## src/rtl/nes_pad_reader.sv

```systemverilog
// NES controller poller: drives latch/clock, shifts in 8 buttons, and converts
// new or auto-repeated presses into one-cycle command codes plus a chord reset pulse.
module nes_pad_reader #(
    parameter int POLL_CYC     = 833333,
    parameter int LATCH_CYC    = 600,
    parameter int HALF_CYC     = 300,
    parameter int REPEAT_DELAY = 12,
    parameter int REPEAT_RATE  = 4
) (
    input  logic       clk,
    input  logic       reset,
    input  logic       nes_data,
    output logic       nes_latch,
    output logic       nes_clk,
    output logic [3:0] button_data_out,
    output logic       nes_reset,
    output logic [7:0] buttons_raw
);

    localparam int POLL_W  = $clog2(POLL_CYC + 1);
    localparam int PH_MAX  = (LATCH_CYC > HALF_CYC) ? LATCH_CYC : HALF_CYC;
    localparam int PH_W    = $clog2(PH_MAX + 1);
    localparam int REP_MAX = (REPEAT_DELAY > REPEAT_RATE) ? REPEAT_DELAY : REPEAT_RATE;
    localparam int HOLD_W  = $clog2(REP_MAX + 1);

    typedef enum logic [2:0] {
        IDLE,
        LATCH,
        WAIT_LOW,
        PULSE,
        DONE
    } state_t;

    state_t            state_reg, state_next;
    logic [POLL_W-1:0] poll_timer_reg;
    logic [PH_W-1:0]   phase_cnt_reg, phase_cnt_next;
    logic [2:0]        bit_cnt_reg, bit_cnt_next;
    logic [7:0]        shift_reg, shift_next;
    logic              data_meta_reg, data_sync_reg;
    logic              nes_latch_reg, nes_clk_reg;
    logic [3:0]        button_data_out_reg;
    logic              nes_reset_reg;
    logic [7:0]        buttons_raw_reg;
    logic [7:0]        prev_reg;
    logic              first_poll_reg;

    logic              poll_wrap;
    logic              latch_last, half_last;
    logic              poll_done;
    logic [7:0]        pressed, new_press;
    logic [2:0]        rep_due;
    logic [7:0]        fire;
    logic [3:0]        event_code;
    logic              event_reset;

    assign poll_wrap  = (poll_timer_reg == POLL_W'(POLL_CYC - 1));
    assign latch_last = (phase_cnt_reg == PH_W'(LATCH_CYC - 1));
    assign half_last  = (phase_cnt_reg == PH_W'(HALF_CYC - 1));
    assign poll_done  = (state_reg == DONE) && !first_poll_reg;
    assign pressed    = shift_reg;
    assign new_press  = pressed & ~prev_reg;

    always_ff @(posedge clk or posedge reset) begin
        if (reset) begin
            data_meta_reg <= 1'b1;
            data_sync_reg <= 1'b1;
        end else begin
            data_meta_reg <= nes_data;
            data_sync_reg <= data_meta_reg;
        end
    end

    always_ff @(posedge clk or posedge reset) begin
        if (reset) begin
            poll_timer_reg <= '0;
        end else if (poll_wrap) begin
            poll_timer_reg <= '0;
        end else begin
            poll_timer_reg <= poll_timer_reg + POLL_W'(1);
        end
    end

    always_ff @(posedge clk or posedge reset) begin
        if (reset) begin
            state_reg     <= IDLE;
            phase_cnt_reg <= '0;
            bit_cnt_reg   <= '0;
            shift_reg     <= '0;
            nes_latch_reg <= 1'b0;
            nes_clk_reg   <= 1'b0;
        end else begin
            state_reg     <= state_next;
            phase_cnt_reg <= phase_cnt_next;
            bit_cnt_reg   <= bit_cnt_next;
            shift_reg     <= shift_next;
            nes_latch_reg <= (state_next == LATCH);
            nes_clk_reg   <= (state_next == PULSE);
        end
    end

    // A wrap that lands outside IDLE is ignored, so a late poll simply skips a period.
    always_comb begin
        state_next     = state_reg;
        phase_cnt_next = phase_cnt_reg;
        bit_cnt_next   = bit_cnt_reg;
        shift_next     = shift_reg;
        case (state_reg)
            IDLE: begin
                if (poll_wrap) begin
                    state_next     = LATCH;
                    phase_cnt_next = '0;
                    bit_cnt_next   = '0;
                end
            end
            LATCH: begin
                if (latch_last) begin
                    state_next     = WAIT_LOW;
                    phase_cnt_next = '0;
                end else begin
                    phase_cnt_next = phase_cnt_reg + PH_W'(1);
                end
            end
            WAIT_LOW: begin
                if (half_last) begin
                    shift_next[bit_cnt_reg] = ~data_sync_reg;
                    phase_cnt_next          = '0;
                    state_next              = (bit_cnt_reg == 3'd7) ? DONE : PULSE;
                end else begin
                    phase_cnt_next = phase_cnt_reg + PH_W'(1);
                end
            end
            PULSE: begin
                if (half_last) begin
                    phase_cnt_next = '0;
                    bit_cnt_next   = bit_cnt_reg + 3'd1;
                    state_next     = WAIT_LOW;
                end else begin
                    phase_cnt_next = phase_cnt_reg + PH_W'(1);
                end
            end
            DONE: begin
                state_next = IDLE;
            end
            default: begin
                state_next = IDLE;
            end
        endcase
    end

    // Per-button hold tracking for Down (bit5), Left (bit6), Right (bit7):
    // count up to the initial delay, then re-arm with the shorter repeat rate.
    generate
        for (genvar gi = 0; gi < 3; gi++) begin : g_repeat
            logic [HOLD_W-1:0] hold_cnt_reg, hold_cnt_next;
            logic [HOLD_W-1:0] hold_inc, hold_limit;
            logic              rep_active_reg, rep_active_next;
            logic              due;

            always_comb begin
                hold_inc        = hold_cnt_reg + HOLD_W'(1);
                hold_limit      = rep_active_reg ? HOLD_W'(REPEAT_RATE) : HOLD_W'(REPEAT_DELAY);
                hold_cnt_next   = hold_inc;
                rep_active_next = rep_active_reg;
                due             = 1'b0;
                if (!pressed[5+gi] || new_press[5+gi]) begin
                    hold_cnt_next   = '0;
                    rep_active_next = 1'b0;
                end else if (hold_inc == hold_limit) begin
                    hold_cnt_next   = '0;
                    rep_active_next = 1'b1;
                    due             = 1'b1;
                end
            end

            always_ff @(posedge clk or posedge reset) begin
                if (reset) begin
                    hold_cnt_reg   <= '0;
                    rep_active_reg <= 1'b0;
                end else if (poll_done) begin
                    hold_cnt_reg   <= hold_cnt_next;
                    rep_active_reg <= rep_active_next;
                end
            end

            assign rep_due[gi] = due;
        end
    endgenerate

    assign fire = new_press | {rep_due, 5'b0};

    always_comb begin
        event_code  = 4'd0;
        event_reset = 1'b0;
        if (pressed[3] && pressed[2] && !(prev_reg[3] && prev_reg[2])) begin
            event_reset = 1'b1;
        end else if (new_press[3]) begin
            event_code = 4'd7;
        end else if (new_press[0]) begin
            event_code = 4'd4;
        end else if (new_press[1]) begin
            event_code = 4'd5;
        end else if (new_press[4]) begin
            event_code = 4'd6;
        end else if (fire[5]) begin
            event_code = 4'd3;
        end else if (fire[6]) begin
            event_code = 4'd1;
        end else if (fire[7]) begin
            event_code = 4'd2;
        end
    end

    always_ff @(posedge clk or posedge reset) begin
        if (reset) begin
            button_data_out_reg <= 4'd0;
            nes_reset_reg       <= 1'b0;
            buttons_raw_reg     <= 8'd0;
            prev_reg            <= 8'd0;
            first_poll_reg      <= 1'b1;
        end else begin
            button_data_out_reg <= poll_done ? event_code : 4'd0;
            nes_reset_reg       <= poll_done && event_reset;
            if (state_reg == DONE) begin
                buttons_raw_reg <= pressed;
                prev_reg        <= pressed;
                first_poll_reg  <= 1'b0;
            end
        end
    end

    assign nes_latch       = nes_latch_reg;
    assign nes_clk         = nes_clk_reg;
    assign button_data_out = button_data_out_reg;
    assign nes_reset       = nes_reset_reg;
    assign buttons_raw     = buttons_raw_reg;

endmodule

```

## config.mk

```make
export PLATFORM = sky130hd
export DESIGN_NAME = nes_pad_reader
export DESIGN_NICKNAME = d
export VERILOG_FILES = /design/src/rtl/nes_pad_reader.sv
export SDC_FILE = /design/constraint.sdc
export NUM_CORES = 1
export LEC_CHECK = 0
export CAP_MARGIN = 20
export CORE_MARGIN = 3
export CORE_UTILIZATION = 33
export CTS_CLUSTER_DIAMETER = 100
export DETAILED_ROUTE_END_ITERATION = 10
export DONT_BUFFER_PORTS = 1
export PLACE_DENSITY_LB_ADDON = 0.2
export SETUP_SLACK_MARGIN = 0.05
export SLEW_MARGIN = 20
export SYNTH_ARGS = -nofsm -noshare
export SYNTH_HDL_FRONTEND = slang
export SYNTH_SLANG_ARGS = --single-unit
```

## constraint.sdc

```tcl
create_clock -name clk -period 2.8 [get_ports clk]
set_clock_uncertainty 0.2 [all_clocks]
set_input_delay 0.56 -clock clk [delete_from_list [all_inputs] [get_ports clk]]
set_output_delay 0.56 -clock clk [all_outputs]
set_load 0.1 [all_outputs]
```

==> metrics, run 1 <==
Skew-Pair Late Insertion Delay approximately 330 ps; CTS clk-pin slew, worst paths about 60 ps; placed cell area around 4000 sq um; sequential-to-total area share from yosys stat 49.90%; TritonCTS clock tree built; simple-gate share of the synthesized area approximately 22%; crit-path cells ha_1 > and4bb_1 > nand4_2 > or4_4 > nor3_1 > mux2i_1; Max Cap Viol 0; Die X 113.6 microns; peak supply drop around 0.22 mV; P_sw about 440 uW; worst reg2reg path startpoint phase_cnt_reg[0]; proportion of synthesized area in mux cells slightly below 4%; number of synthesized register bits 76; RSZ-0062 raised after global routing false; endpoint class of the critical path flip-flop; first-pass GRT wire length between 10000 and 15000 microns; Final setup viols 0; H-tree Lvls 3; port buffer count 0; R2R Path End pressed[0]; Comb pwr share 1.5%; vias in the first global route around 2.7k; cell area power density between 500 and 600 nW/um^2; Max Fclk 0.4201 GHz; Critical Path RT approximately 2900 ps; ANT nets after route 0; CTS resizes 0; Initial Utilization 34.47%; Post-Syn Nets around 380; Synth Instances between 300 and 400; R2R depth 6; initial antenna violation count 0; postcts setup bufs 0; share of cells above drive strength 1 13.77%; nets 392; combinational family with the most area after synthesis simple AND/OR/NAND/NOR gates; top-area cell type share of the netlist area a little under half; largest net degree at the start of global routing 41; endpoints failing hold 0; final WL ~7400 microns; GR Util met1 between 10% and 20%; met3 Use GR 3.130%; Worst R2R Setup Slack about 420 ps; final setup margin approximately 420 ps; xor and xnor area share after synthesis under 10%; number of remaining DRC errors 0; max reg flops 20; Vias/cell ~5.1; commonest non-fill, non-tap cells in the layout 73 x dfrtp_1, 35 x nor2_1, 28 x nand2_1, 25 x nand3_1, 25 x o21ai_0; fin crit share a little under nine tenths; average wire per standard cell ~14 microns; Least-Margin Pin Slew a little over 900 ps; setup TNS 0 ps; fin crit period between 2000 and 2500 ps; part of the power in registers a little over 50%; critical path's largest stage delay 580 ps; Final Instance Area around 4300 sq um; Core ar. around 11000 sq um; post-synthesis adder-cell area fraction ~3%; die area around 13000 sq um; unique cell type count in the Yosys netlist 59; sw frac about a fifth; Post-Synthesis Cell Area 3819 sq um; TritonRoute pass-1 iters 4; fin. max-slew vios 0; # rows 38; worst hold path class in2async; Synth Area in Compound Gates between 10 and 15%; post-DP HPWL between 5000 and 6000 microns; critical path class reg2reg; EDFF count, synth 0; Buf+Inv Stages, Crit Path 0; clock sink count 76; CP delay by family, top simple AND/OR/NAND/NOR gates; P_int approximately 1.7 mW; grt ovf 0; highest-delay cell along the critical path or4_4; Top Ports 18; startpoint types flip-flop; Main synth FF type dfrtp_1; commonest non-fill, non-tap cell in the layout dfrtp_1; First DRT Iteration DRCs 107; GRT Total Usage between 10 and 15%; pre-CTS WS between 400 and 500 ps; gr busiest metal met2; clock share of power 47.3%; CTS Buffer Depth 2; Static Leak ~1.9 nW; Area contributors post-synth dfrtp_1 48%, nor2_1 3.4%, nand3_1 3.3%; CTS root buf clkbuf_16; CTS buffer count 9; GRT met2 Usage between 15 and 20%; Post-synth ARST share 100.0%; Mapped Avg Cell Area between 10 and 15 sq um; top cell type by total area after synthesis dfrtp_1; Die Span Y 113.6 microns; Arr. time, crit path between 2000 and 2500 ps; Crit. path cell count 6; max_slew headroom approximately 38%; worst-path fanout max 9; synth warn 0; ant diodes 0; Layout area overhead 11.60%; outcome complete, no violations; Post-CTS Hold Buffers 0; Tot Pwr about 2.2 mW; Final Wtd Congestion between 0.7 and 0.8; Via Count ~2.7k
stage by stage:
step / hold WS [ps] / utilization (%) / instances
final: 8.088 / 38.47 / 525
after global routing: 4.589 / 38.47 / 525
after CTS: 7.375 / 38.47 / 525
after detailed placement: 147.8 / 36.20 / 509
after global placement: 146.3 / 36.20 / 509
after floorplan: 145.2 / - / 370
synth_stat cells (3+ instances only):
cell type,n
nor3_1,4
xor2_1,13
mux2_2,6
or2_2,4
nor2_1,35
and3_2,4
nand3_1,25
ha_1,9
nand2_1,28
o31ai_1,6
a22o_1,3
nor3b_1,3
mux2i_1,8
xnor2_1,11
a21oi_1,13
inv_1,19
nor2b_1,8
o21ai_0,25
clkbuf_1,4
and3_1,5
dfstp_2,3
nand2b_1,4
dfrtp_1,73
nand4_1,8
metal layers:
layer | up-vias | part of all wire, %
met1 | 1329 | 49
met3 | 8 | 2.3
met4 | 0 | 2.0
li1 | 1330 | -
met2 | 27 | 47
met5 | - | 0
cells by family (layout without fill, tap and decap cells):
group | Yosys count | count (layout)
and+or+nand+nor | 149 | 149
DFF | 76 | 76
AOI/OAI and AO/OA | 66 | 66
buffers and inverters | 31 | 46
xor gates and xnor gates | 24 | 24
muxes | 14 | 14
adders and majority gates | 9 | 9
other | 1 | 1
worst max path at each step:
stage / from / to / slack (ps)
after detailed placement: phase_cnt_reg[0] / pressed[0] / 440
after floorplan: reset / bit_cnt_reg[0] / 110
after global routing: phase_cnt_reg[0] / pressed[0] / 260
final: phase_cnt_reg[0] / pressed[0] / 420
after CTS: phase_cnt_reg[0] / pressed[0] / 430
after global placement: phase_cnt_reg[0] / phase_cnt_reg[4] / 520
power by group through the flow:
stage,sequential [mW],combinational (mW),clock [mW]
after detailed placement,1.12,0.0354,0
after floorplan,1.12,0.0245,0
after CTS,1.10,0.0353,1.05
final,1.10,0.0326,1.02
after global placement,1.12,0.0350,0
after global routing,1.10,0.0383,1.11
area by class of cell:
cell class	count	area (sq um)
Tap cell	140	175.2
Sequential cell	76	1906
Timing Repair Buffer	11	95.09
Clock buffer	16	251.5
Fill cell	1098	6817
Inverter	19	72.57
Multi-Input combinational cell	263	1762
Power figures use the tool's default switching activity.
==> inputs of run 2 (changes only) <==
- ABC_AREA: default -> 1
==> run 2 against run 1 <==
  * The flow now finishes with violations (hold timing)
  * Synthesized area rose by 2.8%
  * First-iteration DRC count grew 73%
  * Clock power increased by 14%
  * Worst setup slack better by 300 ps
  * Critical path type unchanged
  * Synthesized cell count rose by 29%
  * Power grew 6.4%
  * Highest routed layer unchanged
  * Critical endpoint is now phase_cnt_reg[2]
  * Critical path depth stayed put
  * Largest cell class unchanged
  * Combinational power fell by 6.1%
  * Non-clock buffer count decreased by 1
  * Count of clock-buffer cells in the layout shrank 4
==> metrics, run 2 <==
Main synth FF type dfrtp_1; nets 504 (+29%); Layout area overhead 13.32%; number of synthesized register bits 76 (unchanged); TritonCTS clock tree built; violated checks hold timing; Max Cap Viol 0 (unchanged); R2R Path End phase_cnt_reg[2]; startpoint types flip-flop; H-tree Lvls 3 (unchanged); Static Leak 2.090 nW (+8.9%); Worst R2R Setup Slack 720 ps (+300 ps); Vias/cell 4.880 (-4.9%); crit-path cells inv_2 > nor4_1 > nand4_1 > o21ai_2 > nand2_1 > a22oi_1; unique cell type count in the Yosys netlist 43 (-27%); R2R depth 6 (unchanged); CP delay by family, top simple AND/OR/NAND/NOR gates; commonest non-fill, non-tap cells in the layout 105 x nand2_1, 73 x dfrtp_1, 58 x inv_1, 45 x nor2_1, 37 x nand3_1; port buffer count 0 (unchanged); final WL 7875 microns (+7.0%); Post-Syn Nets 489 (+28%); ANT nets after route 0 (unchanged); worst-path fanout max 14 (+5); endpoint class of the critical path flip-flop; final setup margin 722.6 ps (+302.9 ps); Post-Synthesis Cell Area 3926 sq um (+2.8%); sequential-to-total area share from yosys stat 48.53% (-1.4 points); Top Ports 18 (unchanged); First DRT Iteration DRCs 185 (+73%); cell area power density 515.4 nW/um^2 (+1.9%); top sig layer met4; worst reg2reg path startpoint poll_timer_reg[10]; CTS buffer count 9 (unchanged); synth warn 0 (unchanged); Critical Path RT 2850 ps (about the same); critical path's largest stage delay 490 ps (-90 ps); fin crit period 2077 ps (-302.9 ps); setup TNS 0 ps (unchanged); fin. max-slew vios 0 (unchanged); average wire per standard cell 12.30 microns (-12%); met2 routed WL 3499 microns (+1.6%); Die X 115.1 microns (+1.3%); Final Wtd Congestion 0.8817 (+12%); Synth Instances 477 (+29%); Initial Utilization 34.09% (-0.38 points); Final setup viols 0 (unchanged); GRT Total Usage 13.16% (+0.29 points); endpoints failing hold 30 (+30); clock sink count 76 (unchanged); met3 wire length 304 microns (+77%); TritonRoute pass-1 iters 5 (+1); peak supply drop 0.3446 mV (+57%); Skew-Pair Late Insertion Delay 340 ps (about the same); Mapped Avg Cell Area 8.231 sq um (-20%); number of remaining DRC errors 0 (unchanged); # rows 39 (+2.6%); most instantiated library cell after synthesis nand2_1; postcts setup bufs 0 (unchanged); crit path from poll_timer_reg[10]; Least-Margin Pin Slew 913.4 ps (-17.74 ps); Tot Pwr 2.293 mW (+6.4%); outcome complete, but fails checks; Arr. time, crit path 2130 ps (-300 ps); first-pass GRT wire length 13940 microns (+4.7%); Buf+Inv Stages, Crit Path 1 (+1); max reg flops 20 (unchanged); Via Count 3123 (+16%); EDFF count, synth 0 (unchanged); CTS Buffer Depth 2 (unchanged); vias in the first global route 3002 (+9.6%); worst hold slack -16.81 ps (-24.90 ps); fin crit share 74.19% (-11 points); Max Fclk 0.4814 GHz (+15%); largest net degree at the start of global routing 41 (unchanged); ant diodes 0 (unchanged); CTS clk-pin slew, worst paths 60 ps (about the same); RSZ-0062 raised after global routing false; max_slew headroom 39.11% (+1.2 points); top cell type by total area after synthesis dfrtp_1; initial antenna violation count 0 (unchanged); CTS root buf clkbuf_16; critical path class reg2reg; Worst Setup EP phase_cnt_reg[2]; Core ar. 11520 sq um (+4.0%); highest-delay cell along the critical path dfrtp_1; worst hold path class in2async; Post-synth ARST share 100.0% (unchanged); Metal-1 WL 3816 microns (+6.1%); grt ovf 0 (unchanged); commonest non-fill, non-tap cell in the layout nand2_1; pre-CTS WS 762.0 ps (+319.5 ps); top-area cell type share of the netlist area 46.53% (-1.3 points); Crit. path cell count 6 (unchanged); post-DP HPWL 5675 microns (+12%); share of cells above drive strength 1 12.27% (-1.5 points); Die Span Y 115.1 microns (+1.3%); die area 13240 sq um (+2.7%); commonest cells in the synthesized netlist 105 x nand2_1, 73 x dfrtp_1, 59 x inv_1, 45 x nor2_1, 37 x nand3_1; Area contributors post-synth dfrtp_1 47%, nand2_1 10%, inv_1 5.6%
-- run 2: cell count changes in the layout (fill, tap and decap cells not counted), moves of 7 or more --
cell,change
nand2_1,+77
inv_1,+40
mux2i_1,-8
xnor2_1,-8
inv_2,+11
nor2_1,+10
nor2b_1,-8
nor2_2,+7
o21ai_1,+13
nor4_1,+7
nand3_1,+12
-- run 2: how the worst min path moves through the flow --
stage / start / endpoint / slack (ps) / cells past startpoint
after floorplan: data_meta_reg / data_sync_reg / 150 / 0
after global placement: data_meta_reg / data_sync_reg / 150 / 0
after detailed placement: data_meta_reg / data_sync_reg / 150 / 0
after CTS: reset / g_repeat[1].hold_cnt_reg[1] / 10 / 1
after global routing: reset / g_repeat[1].hold_cnt_reg[1] / 30 / 1
final: reset / g_repeat[1].hold_cnt_reg[1] / -20 / 1
-- run 2: layer usage --
metal	global-route usage [%]	vias up
li1	-	1597
met1	17.16	1442
met2	19.64	60
met3	3.263	24
met4	8.059	0
met5	0	-
-- run 2: cell families after synthesis --
family	synth area share (%)
buffers and inverters	7.967
other	0.09551
AND/OR/NAND/NOR	28.14
adder cells (fa/ha/maj)	2.868
XOR/XNOR	2.454
flip-flops	48.53
AO/OA/AOI/OAI	9.943
-- run 2: area by class of cell --
type                       count  area, sq um
clock buffer                  12        246.5
sequential                    76         1906
tap                          143        178.9
clock inverter                 4        50.05
timing repair buffer          10        90.09
inverter                      71        270.3
fill                        1182         7067
multi-input combinational    324         1708
-- run 2: power by group --
part	switching (mW)	total, mW	internal, mW
Sequential	0.00156	1.10	1.10
Clock	0.447	1.16	0.713
Combinational	0.0268	0.0306	0.00388
Total	0.475	2.29	1.82
-- run 2: through the flow --
| step | instance area, sq um | util, % | std cells |
|---|---|---|---|
| 6_report | 4449 | 38.64 | 640 |
| 4_1_cts | 4449 | 38.64 | 640 |
| 3_5_place_dp | 4143 | 35.97 | 623 |
| 5_1_grt | 4449 | 38.64 | 640 |
| 3_3_place_gp | 4143 | 35.97 | 623 |
| 2_1_floorplan | 3926 | - | 477 |
-- run 2: timing repair --
item,CTS,global route
endpoints found under the hold margin,1,0
hold buffers,1,0
setup endpoints to repair,0,0
gates resized for setup,0,0
==> inputs of run 3 (changes only) <==
- ABC_AREA: 1 -> 0
- clock period: 2.8 -> 1.9 ns (I/O delays scaled with it)
==> run 3 against run 2 <==
  * The flow finishes with violations (setup timing)
  * Highest routed layer unchanged
  * Die area decreased by 2.6%
  * First-iteration DRC count down 48%
  * Non-clock buffer count up 65
==> metrics, run 3 (synthesized netlist as in run 1, its figures left out) <==
Tot Pwr 3.548 mW (+55%); pre-CTS WS -341.3 ps (-1103 ps); CTS root buf clkbuf_16; violated checks setup timing; first-pass GRT wire length 13810 microns (-0.95%); commonest non-fill, non-tap cell in the layout dfrtp_1; final setup margin -334.3 ps (-1057 ps); CTS buffer count 9 (unchanged); largest net degree at the start of global routing 34 (-17%); H-tree Lvls 3 (unchanged); Arr. time, crit path 2250 ps (+120 ps); CTS Buffer Depth 2 (unchanged); share of cells above drive strength 1 30.96% (+19 points); Core ar. 11080 sq um (-3.8%); # rows 38 (-2.6%); Top Ports 18 (unchanged); Final setup viols 38 (+38); worst-path fanout max 6 (-8); Layout area overhead 30.47%; ANT nets after route 0 (unchanged); fillers 1052 (-11%); Placed Cells 561 (-10%); worst hold path class reg2reg; initial antenna violation count 0 (unchanged); fin. max-slew vios 0 (unchanged); max reg flops 20 (unchanged); footprint of the multi-input gates 1893 sq um (+11%); Static Leak 2.279 nW (+9.0%); die area 12900 sq um (-2.6%); fin crit period 2234 ps (+156.9 ps); number of remaining DRC errors 0 (unchanged); endpoint class of the critical path flip-flop; GRT Total Usage 13.32% (+0.15 points); outcome complete, but fails checks; endpoints failing hold 0 (-100%); CTS clk-pin slew, worst paths 60 ps (about the same); vias in the first global route 2858 (-4.8%); TritonRoute pass-1 iters 4 (-1); Die X 113.6 microns (-1.3%); Via Count 2929 (-6.2%); Final Wtd Congestion 0.7918 (-10%); average wire per standard cell 13.67 microns (+11%); TritonCTS clock tree built; Final Instance Area 4982 sq um (+12%); Critical Path RT 1920 ps (-930 ps); peak supply drop 0.4415 mV (+28%); placed cell area 4453 sq um (+7.5%); register area 1909 sq um (+0.20%); Die Span Y 113.6 microns (-1.3%); commonest non-fill, non-tap cells in the layout 70 x dfrtp_1, 68 x buf_4, 35 x nor2_1, 28 x nand2_1, 25 x nand3_1; final WL 8050 microns (+2.2%); fin crit share 117.6% (+43 points); ant diodes 0 (unchanged); grt ovf 0 (unchanged); post-DP HPWL 5599 microns (-1.3%); Max Fclk 0.4476 GHz (-7.0%); port buffer count 0 (unchanged); clock sink count 76 (unchanged); non-filler instance count after layout 589 (-8.0%); cell area power density 712.1 nW/um^2 (+38%); Initial Utilization 34.47% (+0.38 points); startpoint types flip-flop; Max Cap Viol 0 (unchanged); nets 456 (-9.5%); First DRT Iteration DRCs 96 (-48%); Vias/cell 4.973 (+1.9%); Skew-Pair Late Insertion Delay 340 ps (about the same); critical path class reg2reg; RSZ-0062 raised after global routing true
## run 3: cell types whose count changed in the layout (fill, tap and decap cells not counted), sizes merged, moves of 6 or more
cell and change:
o21ai -12, nand3 -12, mux2 +6, inv -51
xnor2 +8, and3 +9, nor2b +8, o31ai +6
mux2i +8, buf +64, nor2 -18, nand2 -79
nor3 -7
## run 3: worst paths after layout
path,startpoint,endpoint,slack [ps],cells after the start
worst min register to register,data_meta_reg,data_sync_reg,150,0
worst max-delay path,poll_timer_reg[11],phase_cnt_reg[8],-330,5
worst max register to register,poll_timer_reg[11],phase_cnt_reg[8],-330,5
min in group asynchronous,reset,poll_timer_reg[15],320,2
worst min-delay path,data_meta_reg,data_sync_reg,150,0
max in group asynchronous,reset,data_sync_reg,630,3
## run 3: power breakdown
part	internal (mW)	switching, mW	leakage (nW)	total (mW)
clock	1.16	0.711	0.148	1.87
sequential	1.62	0.00285	1.03	1.63
combinational	0.0118	0.0429	1.10	0.0547
## run 3: area by class of cell
class                   instances  share of cell area [%]
clock buffers                   9                   4.520
clock inverters                 7                   2.009
inverters                      19                   1.507
multi-input cells             263                   38.00
flip-flops and latches         76                   38.32
well taps                     140                   3.516
repair buffers                 75                   12.13
## run 3: worst max-delay path, cell delays in order (launching register included)
cell,delay [ps]
dfrtp_1,420
or4b_4,560
nor4_4,210
nand3_4,150
a21o_4,280
a211o_1,290
## run 3: stage by stage
stage	setup TNS, ps	hold WS, ps	util [%]
after floorplan	-2475	145.2	-
after global placement	-5324	63.12	40.20
after detailed placement	-5947	64.79	40.20
after CTS	-6392	156.3	44.15
after global routing	-10590	159.5	44.97
final	-6309	154.7	44.97
## run 3: per-layer routing
layer / track usage, % / wire length (microns)
met1: 17.75 / 3943
met2: 21.32 / 3793
met3: 2.971 / 179
met5: 0 / 0
met4: 4.808 / 133
## run 3: what timing repair did
| item | 4_1_cts | 5_1_grt |
|---|---|---|
| hold endpoints to repair | 13 | 0 |
| setup endpoints to repair | 39 | 47 |
| buffers inserted | 4 | 6 |
| pin swaps | 3 | 2 |
| gates resized for setup | 13 | 12 |
| hold buffers | 2 | 0 |
